File: src/rtl/lsu_pkg.sv
// lsu_pkg: shared encodings for the load/store unit.
package lsu_pkg;
  localparam int DM_WORDS_DEF = 3072;

  localparam logic [1:0] SZ_BYTE = 2'b00;
  localparam logic [1:0] SZ_HALF = 2'b01;
  localparam logic [1:0] SZ_WORD = 2'b10;

  typedef enum logic [1:0] {IDLE, LOAD_RSP, RMW_WR} state_t;
endpackage

File: src/rtl/lsu_rmw_if.sv
// lsu_rmw_if: CPU request/response and data-memory signals of the LSU.
// slave = the LSU itself, master = CPU + memory side.
interface lsu_rmw_if;
  logic        req_valid;
  logic        req_we;
  logic [1:0]  req_size;
  logic        req_unsigned;
  logic [31:0] req_addr;
  logic [31:0] req_wdata;
  logic [31:0] req_pc;
  logic        stall;
  logic [31:0] rdata;
  logic        rdata_valid;
  logic        addr_err;
  logic [31:0] dm_addr;
  logic [31:0] dm_wdata;
  logic        dm_we;
  logic [31:0] dm_pc;
  logic [31:0] dm_rdata;

  modport slave (
    input  req_valid, req_we, req_size, req_unsigned, req_addr, req_wdata, req_pc, dm_rdata,
    output stall, rdata, rdata_valid, addr_err, dm_addr, dm_wdata, dm_we, dm_pc
  );
  modport master (
    output req_valid, req_we, req_size, req_unsigned, req_addr, req_wdata, req_pc, dm_rdata,
    input  stall, rdata, rdata_valid, addr_err, dm_addr, dm_wdata, dm_we, dm_pc
  );
endinterface

File: src/rtl/lsu_lane.sv
// lsu_lane: byte/half lane extraction with extension, and lane merge for stores.
// Word (and illegal) sizes pass the word / store data straight through.
module lsu_lane
  import lsu_pkg::*;
(
  input  logic [31:0] word,
  input  logic [1:0]  addr,
  input  logic [1:0]  size,
  input  logic        uns,
  input  logic [31:0] wdata,
  output logic [31:0] ld_val,
  output logic [31:0] st_word
);
  logic [4:0]  sh;
  logic [31:0] lane;

  // Select lane by shifting it down to bit 0, then extend or merge.
  always_comb begin
    sh      = 5'd0;
    lane    = word;
    ld_val  = word;
    st_word = wdata;
    case (size)
      SZ_BYTE: begin
        sh      = {addr, 3'b000};
        lane    = word >> sh;
        ld_val  = {{24{lane[7] & ~uns}}, lane[7:0]};
        st_word = (word & ~(32'h0000_00ff << sh)) | ({24'b0, wdata[7:0]} << sh);
      end
      SZ_HALF: begin
        sh      = {addr[1], 4'b0000};
        lane    = word >> sh;
        ld_val  = {{16{lane[15] & ~uns}}, lane[15:0]};
        st_word = (word & ~(32'h0000_ffff << sh)) | ({16'b0, wdata[15:0]} << sh);
      end
      default: ;
    endcase
  end
endmodule

File: src/rtl/lsu_rmw.sv
// lsu_rmw: load/store unit in front of the word-addressed data memory.
// Word stores are single cycle; sub-word stores read, then write the merged
// word in RMW_WR; loads register the extended lane and report it in LOAD_RSP.
// Optional: define LSU_TRACE_EN to print memory writes and address errors.
module lsu_rmw
  import lsu_pkg::*;
#(
  parameter int DM_WORDS = DM_WORDS_DEF
) (
  input  logic       clk,
  input  logic       reset,
  lsu_rmw_if.slave   bus
);
  state_t      state;
  logic [31:0] cap_word;
  logic [31:0] rdata_q;
  logic        rdata_valid_q;
  logic        addr_err_q;
  logic        err;
  logic        stall_c;
  logic        dm_we_c;
  logic [31:0] lane_word;
  logic [31:0] ld_val;
  logic [31:0] st_word;

  // Request legality: bad size, misalignment, or beyond the memory.
  always_comb begin
    err = (bus.req_size == 2'b11)
       || (bus.req_size == SZ_HALF && bus.req_addr[0])
       || (bus.req_size == SZ_WORD && bus.req_addr[1:0] != 2'b00)
       || (bus.req_addr >= 32'(4 * DM_WORDS));
  end

  // In RMW_WR merge into the captured word; otherwise work on live memory data.
  assign lane_word = (state == RMW_WR) ? cap_word : bus.dm_rdata;

  lsu_lane u_lane (
    .word    (lane_word),
    .addr    (bus.req_addr[1:0]),
    .size    (bus.req_size),
    .uns     (bus.req_unsigned),
    .wdata   (bus.req_wdata),
    .ld_val  (ld_val),
    .st_word (st_word)
  );

  // Same-cycle strobes: stall on multi-cycle ops, write on word store or RMW_WR.
  always_comb begin
    stall_c = 1'b0;
    dm_we_c = 1'b0;
    if (!reset) begin
      case (state)
        IDLE: if (bus.req_valid && !err) begin
          if (bus.req_we && bus.req_size == SZ_WORD) dm_we_c = 1'b1;
          else                                       stall_c = 1'b1;
        end
        RMW_WR:  dm_we_c = 1'b1;
        default: ;
      endcase
    end
  end

  // FSM plus registered load result, valid and error pulses.
  always_ff @(posedge clk) begin
    if (reset) begin
      state         <= IDLE;
      cap_word      <= '0;
      rdata_q       <= '0;
      rdata_valid_q <= 1'b0;
      addr_err_q    <= 1'b0;
    end else begin
      rdata_valid_q <= 1'b0;
      addr_err_q    <= 1'b0;
      case (state)
        IDLE: if (bus.req_valid) begin
          if (err) begin
            addr_err_q <= 1'b1;
          end else if (!bus.req_we) begin
            rdata_q       <= ld_val;
            rdata_valid_q <= 1'b1;
            state         <= LOAD_RSP;
          end else if (bus.req_size != SZ_WORD) begin
            cap_word <= bus.dm_rdata;
            state    <= RMW_WR;
          end
        end
        LOAD_RSP: state <= IDLE;
        RMW_WR:   state <= IDLE;
        default:  state <= IDLE;
      endcase
    end
  end

  assign bus.stall       = stall_c;
  assign bus.dm_we       = dm_we_c;
  assign bus.dm_wdata    = st_word;
  assign bus.dm_addr     = {bus.req_addr[31:2], 2'b00};
  assign bus.dm_pc       = bus.req_pc;
  assign bus.rdata       = rdata_q;
  assign bus.rdata_valid = rdata_valid_q;
  assign bus.addr_err    = addr_err_q;

`ifdef LSU_TRACE_EN
  // Write and error trace.
  always @(posedge clk) begin
    if (!reset) begin
      if (dm_we_c) $display("@%h: *%h <= %h", bus.req_pc, bus.dm_addr, st_word);
      if (state == IDLE && bus.req_valid && err) $display("@%h: LSU addr_err %h", bus.req_pc, bus.req_addr);
    end
  end
`endif
endmodule

File: src/flat_wrapper.sv
// flat-port wrapper written by rule: the top's interface ports become plain ports
module lsu_rmw_flat import lsu_pkg::*;
#(
  parameter int DM_WORDS = DM_WORDS_DEF
)
  (clk, reset, bus_req_valid, bus_req_we, bus_req_size, bus_req_unsigned, bus_req_addr, bus_req_wdata, bus_req_pc, bus_dm_rdata, bus_stall, bus_rdata, bus_rdata_valid, bus_addr_err, bus_dm_addr, bus_dm_wdata, bus_dm_we, bus_dm_pc);
  lsu_rmw_if bus_i ();
  input  logic clk;
  input  logic reset;
  input wire logic [$bits(bus_i.req_valid)-1:0] bus_req_valid;
  input wire logic [$bits(bus_i.req_we)-1:0] bus_req_we;
  input wire logic [$bits(bus_i.req_size)-1:0] bus_req_size;
  input wire logic [$bits(bus_i.req_unsigned)-1:0] bus_req_unsigned;
  input wire logic [$bits(bus_i.req_addr)-1:0] bus_req_addr;
  input wire logic [$bits(bus_i.req_wdata)-1:0] bus_req_wdata;
  input wire logic [$bits(bus_i.req_pc)-1:0] bus_req_pc;
  input wire logic [$bits(bus_i.dm_rdata)-1:0] bus_dm_rdata;
  output wire logic [$bits(bus_i.stall)-1:0] bus_stall;
  output wire logic [$bits(bus_i.rdata)-1:0] bus_rdata;
  output wire logic [$bits(bus_i.rdata_valid)-1:0] bus_rdata_valid;
  output wire logic [$bits(bus_i.addr_err)-1:0] bus_addr_err;
  output wire logic [$bits(bus_i.dm_addr)-1:0] bus_dm_addr;
  output wire logic [$bits(bus_i.dm_wdata)-1:0] bus_dm_wdata;
  output wire logic [$bits(bus_i.dm_we)-1:0] bus_dm_we;
  output wire logic [$bits(bus_i.dm_pc)-1:0] bus_dm_pc;
  assign bus_i.req_valid = bus_req_valid;
  assign bus_i.req_we = bus_req_we;
  assign bus_i.req_size = bus_req_size;
  assign bus_i.req_unsigned = bus_req_unsigned;
  assign bus_i.req_addr = bus_req_addr;
  assign bus_i.req_wdata = bus_req_wdata;
  assign bus_i.req_pc = bus_req_pc;
  assign bus_i.dm_rdata = bus_dm_rdata;
  assign bus_stall = bus_i.stall;
  assign bus_rdata = bus_i.rdata;
  assign bus_rdata_valid = bus_i.rdata_valid;
  assign bus_addr_err = bus_i.addr_err;
  assign bus_dm_addr = bus_i.dm_addr;
  assign bus_dm_wdata = bus_i.dm_wdata;
  assign bus_dm_we = bus_i.dm_we;
  assign bus_dm_pc = bus_i.dm_pc;
  lsu_rmw #(.DM_WORDS(DM_WORDS)) u_core (.clk(clk), .reset(reset), .bus(bus_i));
endmodule
File: config.mk
export PLATFORM = sky130hd
export DESIGN_NAME = lsu_rmw_flat
export DESIGN_NICKNAME = d
export VERILOG_FILES = /design/src/rtl/lsu_pkg.sv /design/src/rtl/lsu_rmw_if.sv /design/src/rtl/lsu_lane.sv /design/src/rtl/lsu_rmw.sv /design/src/flat_wrapper.sv
export SDC_FILE = /design/constraint.sdc
export NUM_CORES = 1
export LEC_CHECK = 0
export ABC_AREA = 1
export ABC_CLOCK_PERIOD_IN_PS = 1500
export CAP_MARGIN = 20
export CORE_UTILIZATION = 36
export CTS_BUF_LIST = sky130_fd_sc_hd__clkbuf_16
export DETAILED_ROUTE_END_ITERATION = 8
export HOLD_SLACK_MARGIN = 0.03
export PLACE_DENSITY = 0.88
export SLEW_MARGIN = 20
export SYNTH_ARGS = -nofsm -noshare
export SYNTH_HDL_FRONTEND = slang
export SYNTH_SLANG_ARGS = --single-unit
File: constraint.sdc
create_clock -name clk -period 1.5 [get_ports clk]
set_input_delay 0.15 -clock clk [delete_from_list [all_inputs] [get_ports clk]]
set_output_delay 0.15 -clock clk [all_outputs]
set_load 0.02 [all_outputs]
[Word level (Yosys, flattened, before mapping)]
Cells that the tools add are included.
Storage, ports and cells
  register bits: 68
  output and inout port bits: 132
Cells by class
  $lt $le $gt $ge: 1
  equal/unequal tests: 6
  shift operators: 6
  multiplexer cells: 15
  bitwise operators: 13
  reduce and logical (&&, ||, !) cells: 17
Operators by type and width (count)
  case mux 32 bit (2 select lines): 2
  AND 32 bit: 2
  NOT 32 bit: 2
  OR 32 bit: 2
  >= comparator 32 x 14 -> 1 bit, second input constant: 1
  two-way mux 32 bit: 1
  << shifter 16 x 5 -> 32 bit: 1
  << shifter 16 x 5 -> 32 bit, first input constant: 1
  << shifter 8 x 5 -> 32 bit: 1
  << shifter 8 x 5 -> 32 bit, first input constant: 1
  >> shifter 32 x 5 -> 16 bit: 1
  >> shifter 32 x 5 -> 8 bit: 1
  two-way mux 1 bit: 9
  == test 2 bit, second input constant: 3
  NOT 1 bit: 5
  AND reduction 5 bit: 1
  logical AND 1 bit: 4
  logical NOT 2 bit: 2
  two-way mux 2 bit: 2
  AND reduction 4 bit: 1
  OR reduction 4 bit: 1
  logical OR 1 bit: 3
  AND reduction 3 bit: 1
  OR reduction 3 bit: 1
  other kinds (8): 9

[Longest topological paths before layout]
  word-level depth: 10
  mapped depth: 12

[Cells and area by module]
From an unflattened synthesis, not the netlist that was laid out.
Second synthesis, totals
  cells, all modules: 947
  area total of the unflattened synthesis: 5440.2 µm²
By module, submodules not included
  lsu_rmw: times used 1, cells each 599, area an instance 3768.6 µm²
  lsu_lane: times used 1, cells each 348, area an instance 1671.6 µm²

[Least setup slack after synthesis]
OpenSTA, ideal clock, no wires.
  path type: reg2out
  start point: register u_core.state[0]
  end point: output port bus_dm_wdata[16]
  arrival time: 1.475 ns
  slack: -0.125 ns
  stages on the path, launching flop included: 10
  buffers on the path: 2
  cell sequence: dfxtp_1 -> inv_2 -> nand2_1 -> buf_4 -> clkbuf_1 -> nand2_1 -> o21ai_0 -> o22ai_1 -> nand2_1 -> o2111ai_1
Between the ends
  cells in the longest elaborated chain, start to end: 5
  elaborated cells between the ends (all ways): 7
  those cells by class: eq/ne (1); mux (2); bitwise (4)
Ends and longest elaborated chain
  start: declaration: line lsu_rmw.sv:14  | state_t state;
  start signal: assignment: line lsu_rmw.sv:66  | state <= IDLE;
  start signal: assignment: line lsu_rmw.sv:81  | state <= LOAD_RSP;
  start signal: assignment: line lsu_rmw.sv:84  | state <= RMW_WR;
  == test 2 bit *: line lsu_rmw.sv:35  | assign lane_word = (state == RMW_WR) ? cap_word : bus.dm_rdata;
  two-way mux 32 bit *: line lsu_rmw.sv:35
  AND 32 bit, on equally long branches: line lsu_lane.sv:34, lsu_lane.sv:28
  OR 32 bit, on equally long branches: line lsu_lane.sv:34, lsu_lane.sv:28
  case mux 32 bit (2 select lines) *: line lsu_lane.sv:23  | case (size)
  end: declaration: line flat_wrapper.sv:23  | output wire logic [$bits(bus_i.dm_wdata)-1:0] bus_dm_wdata;
Every way passes the cells marked *; elsewhere a longest branch is shown, timed or not.

[Final worst setup path]
  start point: register u_core.state[1]
  end point: register u_core.rdata_q[9] (netlist: u_core.bus.rdata[9])
Between the ends
  cells in the longest elaborated chain, start to end: 5
  elaborated cells between the ends (all ways): 8
  those cells by class: eq/ne (1); shift (2); mux (2); bitwise (1); reduce/logical (2)
Ends and longest elaborated chain
  == test 2 bit: line lsu_rmw.sv:35
  two-way mux 32 bit: line lsu_rmw.sv:35
  >> shifter 32 x 5 -> 8 bit: line lsu_lane.sv:26  | lane = word >> sh;
  AND 1 bit: line lsu_lane.sv:27  | ld_val = {{24{lane[7] & ~uns}}, lane[7:0]};
  case mux 32 bit (2 select lines): line lsu_lane.sv:23
  end signal: assignment: line lsu_rmw.sv:79  | rdata_q <= ld_val;
  end: declaration: line lsu_rmw.sv:16  | logic [31:0] rdata_q;
Several ways; a longest one is shown, not always the timed one.
A chain may end at the register's enable or synchronous reset.

==> results_dict.tcl <==
set metrics [dict create \
    dieArea_um2 14300 \
    final_common_cell "buf_4" \
    rr_startpoint "u_core.state[1]" \
    critPathKind "flop to flop" \
    worst_pin_slew_ps 763 \
    max_slew_margin 0.491 \
    nFillCells 742 \
    hold_viol_final 0 \
    drtIter0Drc 1152 \
    viasPerCell 6.35 \
    die_w_um 119 \
    postLayoutCoreUtil 0.757 \
    antenna_left 0 \
    grt_pass1_vias 7011 \
    initial_core_util 0.372 \
    r2r-end "u_core.bus.rdata[9]" \
    grt_max_degree 57 \
    status "complete, but fails checks" \
    slowest_stage "dfxtp_4" \
    yosysTopAreaCell "dfxtp_1" \
    skew_ps 11.0 \
    antenna_found_initial 0 \
    fin_crit_sh 1.45 \
    wl_per_cell_um 24.2 \
    synthMuxAreaShare 0.00404 \
    grt_overflow_total 0 \
    firstDrtPassIters 7 \
    yosysSeqAreaShare 0.274 \
    synth_simple_gate_area_frac 0.310 \
    cts.sinks 68 \
    ys_async_sr_fraction 0 \
    reg2reg_depth 13 \
    holdPathStages 0 \
    fin_ws_ps -670 \
    numPortBuffers 180 \
    failed_checks "negative setup slack" \
    dp_hpwl_um 15000 \
    cp_max_fo 6 \
    hold_class "primary input to output port" \
    slew_violations 0 \
    track_usage 0.330 \
    area_growth_pct 104 \
    r2r_setup_slack_ps -670 \
    syn_area_um2 4960 \
    synth_top_family_by_area "simple AND/OR/NAND/NOR gates" \
    via_count 8308 \
    postPlaceCellArea_um2 7600 \
    ios 267 \
    clk_pin_slew_ps 70 \
    synthFlopType "dfxtp_1" \
    ys_types 33 \
    route.detailed.drc 0 \
    drt-total-wl_um 31700 \
    synthTopCellsByArea "dfxtp_1 (27%), nand2_1 (12%), nor2_1 (11%)" \
    crit_path_max_incr_delay_ps 390 \
    grt_pass1_wl_um 36600 \
    h-tree-depth 3 \
    place_congestion 1.05 \
    final_cell_mix "buf_4 (163), nand2_1 (120), clkdlybuf4s50_1 (120), nor2_1 (94)" \
    critPathLaunchType "flop" \
    min_period_ps 2170 \
    rsz0062_at_grt "yes" \
    setup_tns_ps -44040 \
    ir_drop_uv 472 \
    leakage_uw 0.00446 \
    dieHeight_um 119 \
    cts_buffers 9 \
    placementRows 42 \
    finalSetupViolations 103 \
    crit_end "u_core.bus.rdata[9]" \
    num_antenna_cells 0 \
    fin_area_um2 10100 \
    synth_fa_ha_area_frac 0 \
    synth_seq_cells 68 \
    synth_xor_area_frac 0 \
    cts_tree "done" \
    critPathCaptureType "flop" \
    pwr_density_cell_nw_per_um2 593 \
    drive_above_1_share 0.478 \
    required_ps 1790 \
    synth-edff-count 0 \
    coreArea_um2 13300 \
    clock_latency_ps 360 \
    root_buffer "clkbuf_16" \
    preCtsSetupSlack_ps -901 \
    cts_buffer_depth 2 \
    critPathLaunch "u_core.state[1]" \
    yosysWarnings 0 \
    yosysTopAreaCellShare 0.274 \
    synth_compound_area_frac 0.223 \
    arrival_ps 2460 \
    syn_inst 813 \
    max_freq_mhz 461 \
    nets 1263 \
    synth_area_per_cell_um2 6.10 \
    path_cells "buf_6 -> buf_8 -> nor2_4 -> nand3_4 -> nor3_4 -> buf_12 -> buf_6 -> buf_16 -> buf_8 -> nor2_1 -> nor2_1 -> nand2_1 -> inv_1" \
    drv_cap 0 \
]
metrics by stage:
stage                     std cells  hold slack (ps)  total power, uW
after global routing           1309              300             6080
final                          1309              300             5990
after floorplan                 814              299             2690
after detailed placement       1208              300             3350
after global placement         1208              300             3340
after CTS                      1268              300             5530
cell families (layout without fill, tap and decap cells):
kind of cell / Yosys count / in the layout
AO/OA/AOI/OAI: 194 / 194
other: 1 / 2
buffers and inverters: 176 / 493
flip-flops: 68 / 68
multiplexers: 2 / 2
AND/OR/NAND/NOR: 372 / 374
layer usage:
layer  part of all wire  GRT usage
met5                  0          0
met4               0.10      0.227
met3               0.14     0.0781
met2               0.43      0.536
met1               0.33      0.383
worst min-delay path by stage:
stage                                     end             from  slack, ps
final                          bus_dm_addr[2]  bus_req_addr[2]        300
after global routing             bus_dm_pc[9]    bus_req_pc[9]        300
after CTS                      bus_dm_addr[5]  bus_req_addr[5]        300
after detailed placement       bus_dm_addr[5]  bus_req_addr[5]        300
after global placement         bus_dm_addr[5]  bus_req_addr[5]        300
after floorplan           u_core.bus.rdata[8]            reset        300
report_power, final:
| group | switching [uW] | leakage [uW] | internal [uW] |
|---|---|---|---|
| clock | 916 | 0.000147 | 1280 |
| sequential | 0.549 | 0.000549 | 1800 |
| combinational | 1080 | 0.00377 | 907 |
critical path: cells and delay by family, from the launching register on:
kind / cells / cell delay, ps
buffers and inverters: 7 / 810
DFF: 1 / 390
and+or+nand+nor: 6 / 900
cells in the mapped netlist, types with 2 or more instances:
master and instances:
nor2_1 149, o21bai_1 2, o22ai_1 22, nand4_1 10
buf_2 14, dfxtp_1 68, mux2i_1 2, inv_1 57
buf_4 67, nand3_1 24, nand2_1 163, o21ai_0 100
nand2_2 2, a21oi_1 13, nor2_2 4, o211ai_1 17
nand3_2 2, inv_2 7, o2111ai_1 15, clkinv_1 2
or2_2 7, nor3_1 6, o21ai_1 24, buf_1 4
clkbuf_1 24
cell type report:
type	instances	area (um2)	share of cell area
Multi-Input combinational cell	572	3880	0.384
Timing Repair Buffer	410	4070	0.402
Sequential cell	68	1370	0.135
Inverter	67	275	0.0272
Clock inverter	7	68.8	0.00681
Tap cell	176	220	0.0218
Clock buffer	9	225	0.0223
what timing repair did:
| item | in CTS | in global routing |
|---|---|---|
| buffers inserted | 33 | 45 |
| setup endpoints to repair | 100 | 99 |
| resized for setup | 473 | 225 |
| hold buffers | 0 | 0 |
| cloned | 13 | 3 |
| hold endpoints to repair | 0 | 0 |
| pin swaps | 74 | 100 |
state kept, by name, summed over array words and instances (netlist names):
name,count
u_core.bus.rdata,32
u_core.state,2
u_core.bus.addr_err,1
u_core.bus.rdata_valid,1
u_core.cap_word,32
(Power assumes the default switching activity.)
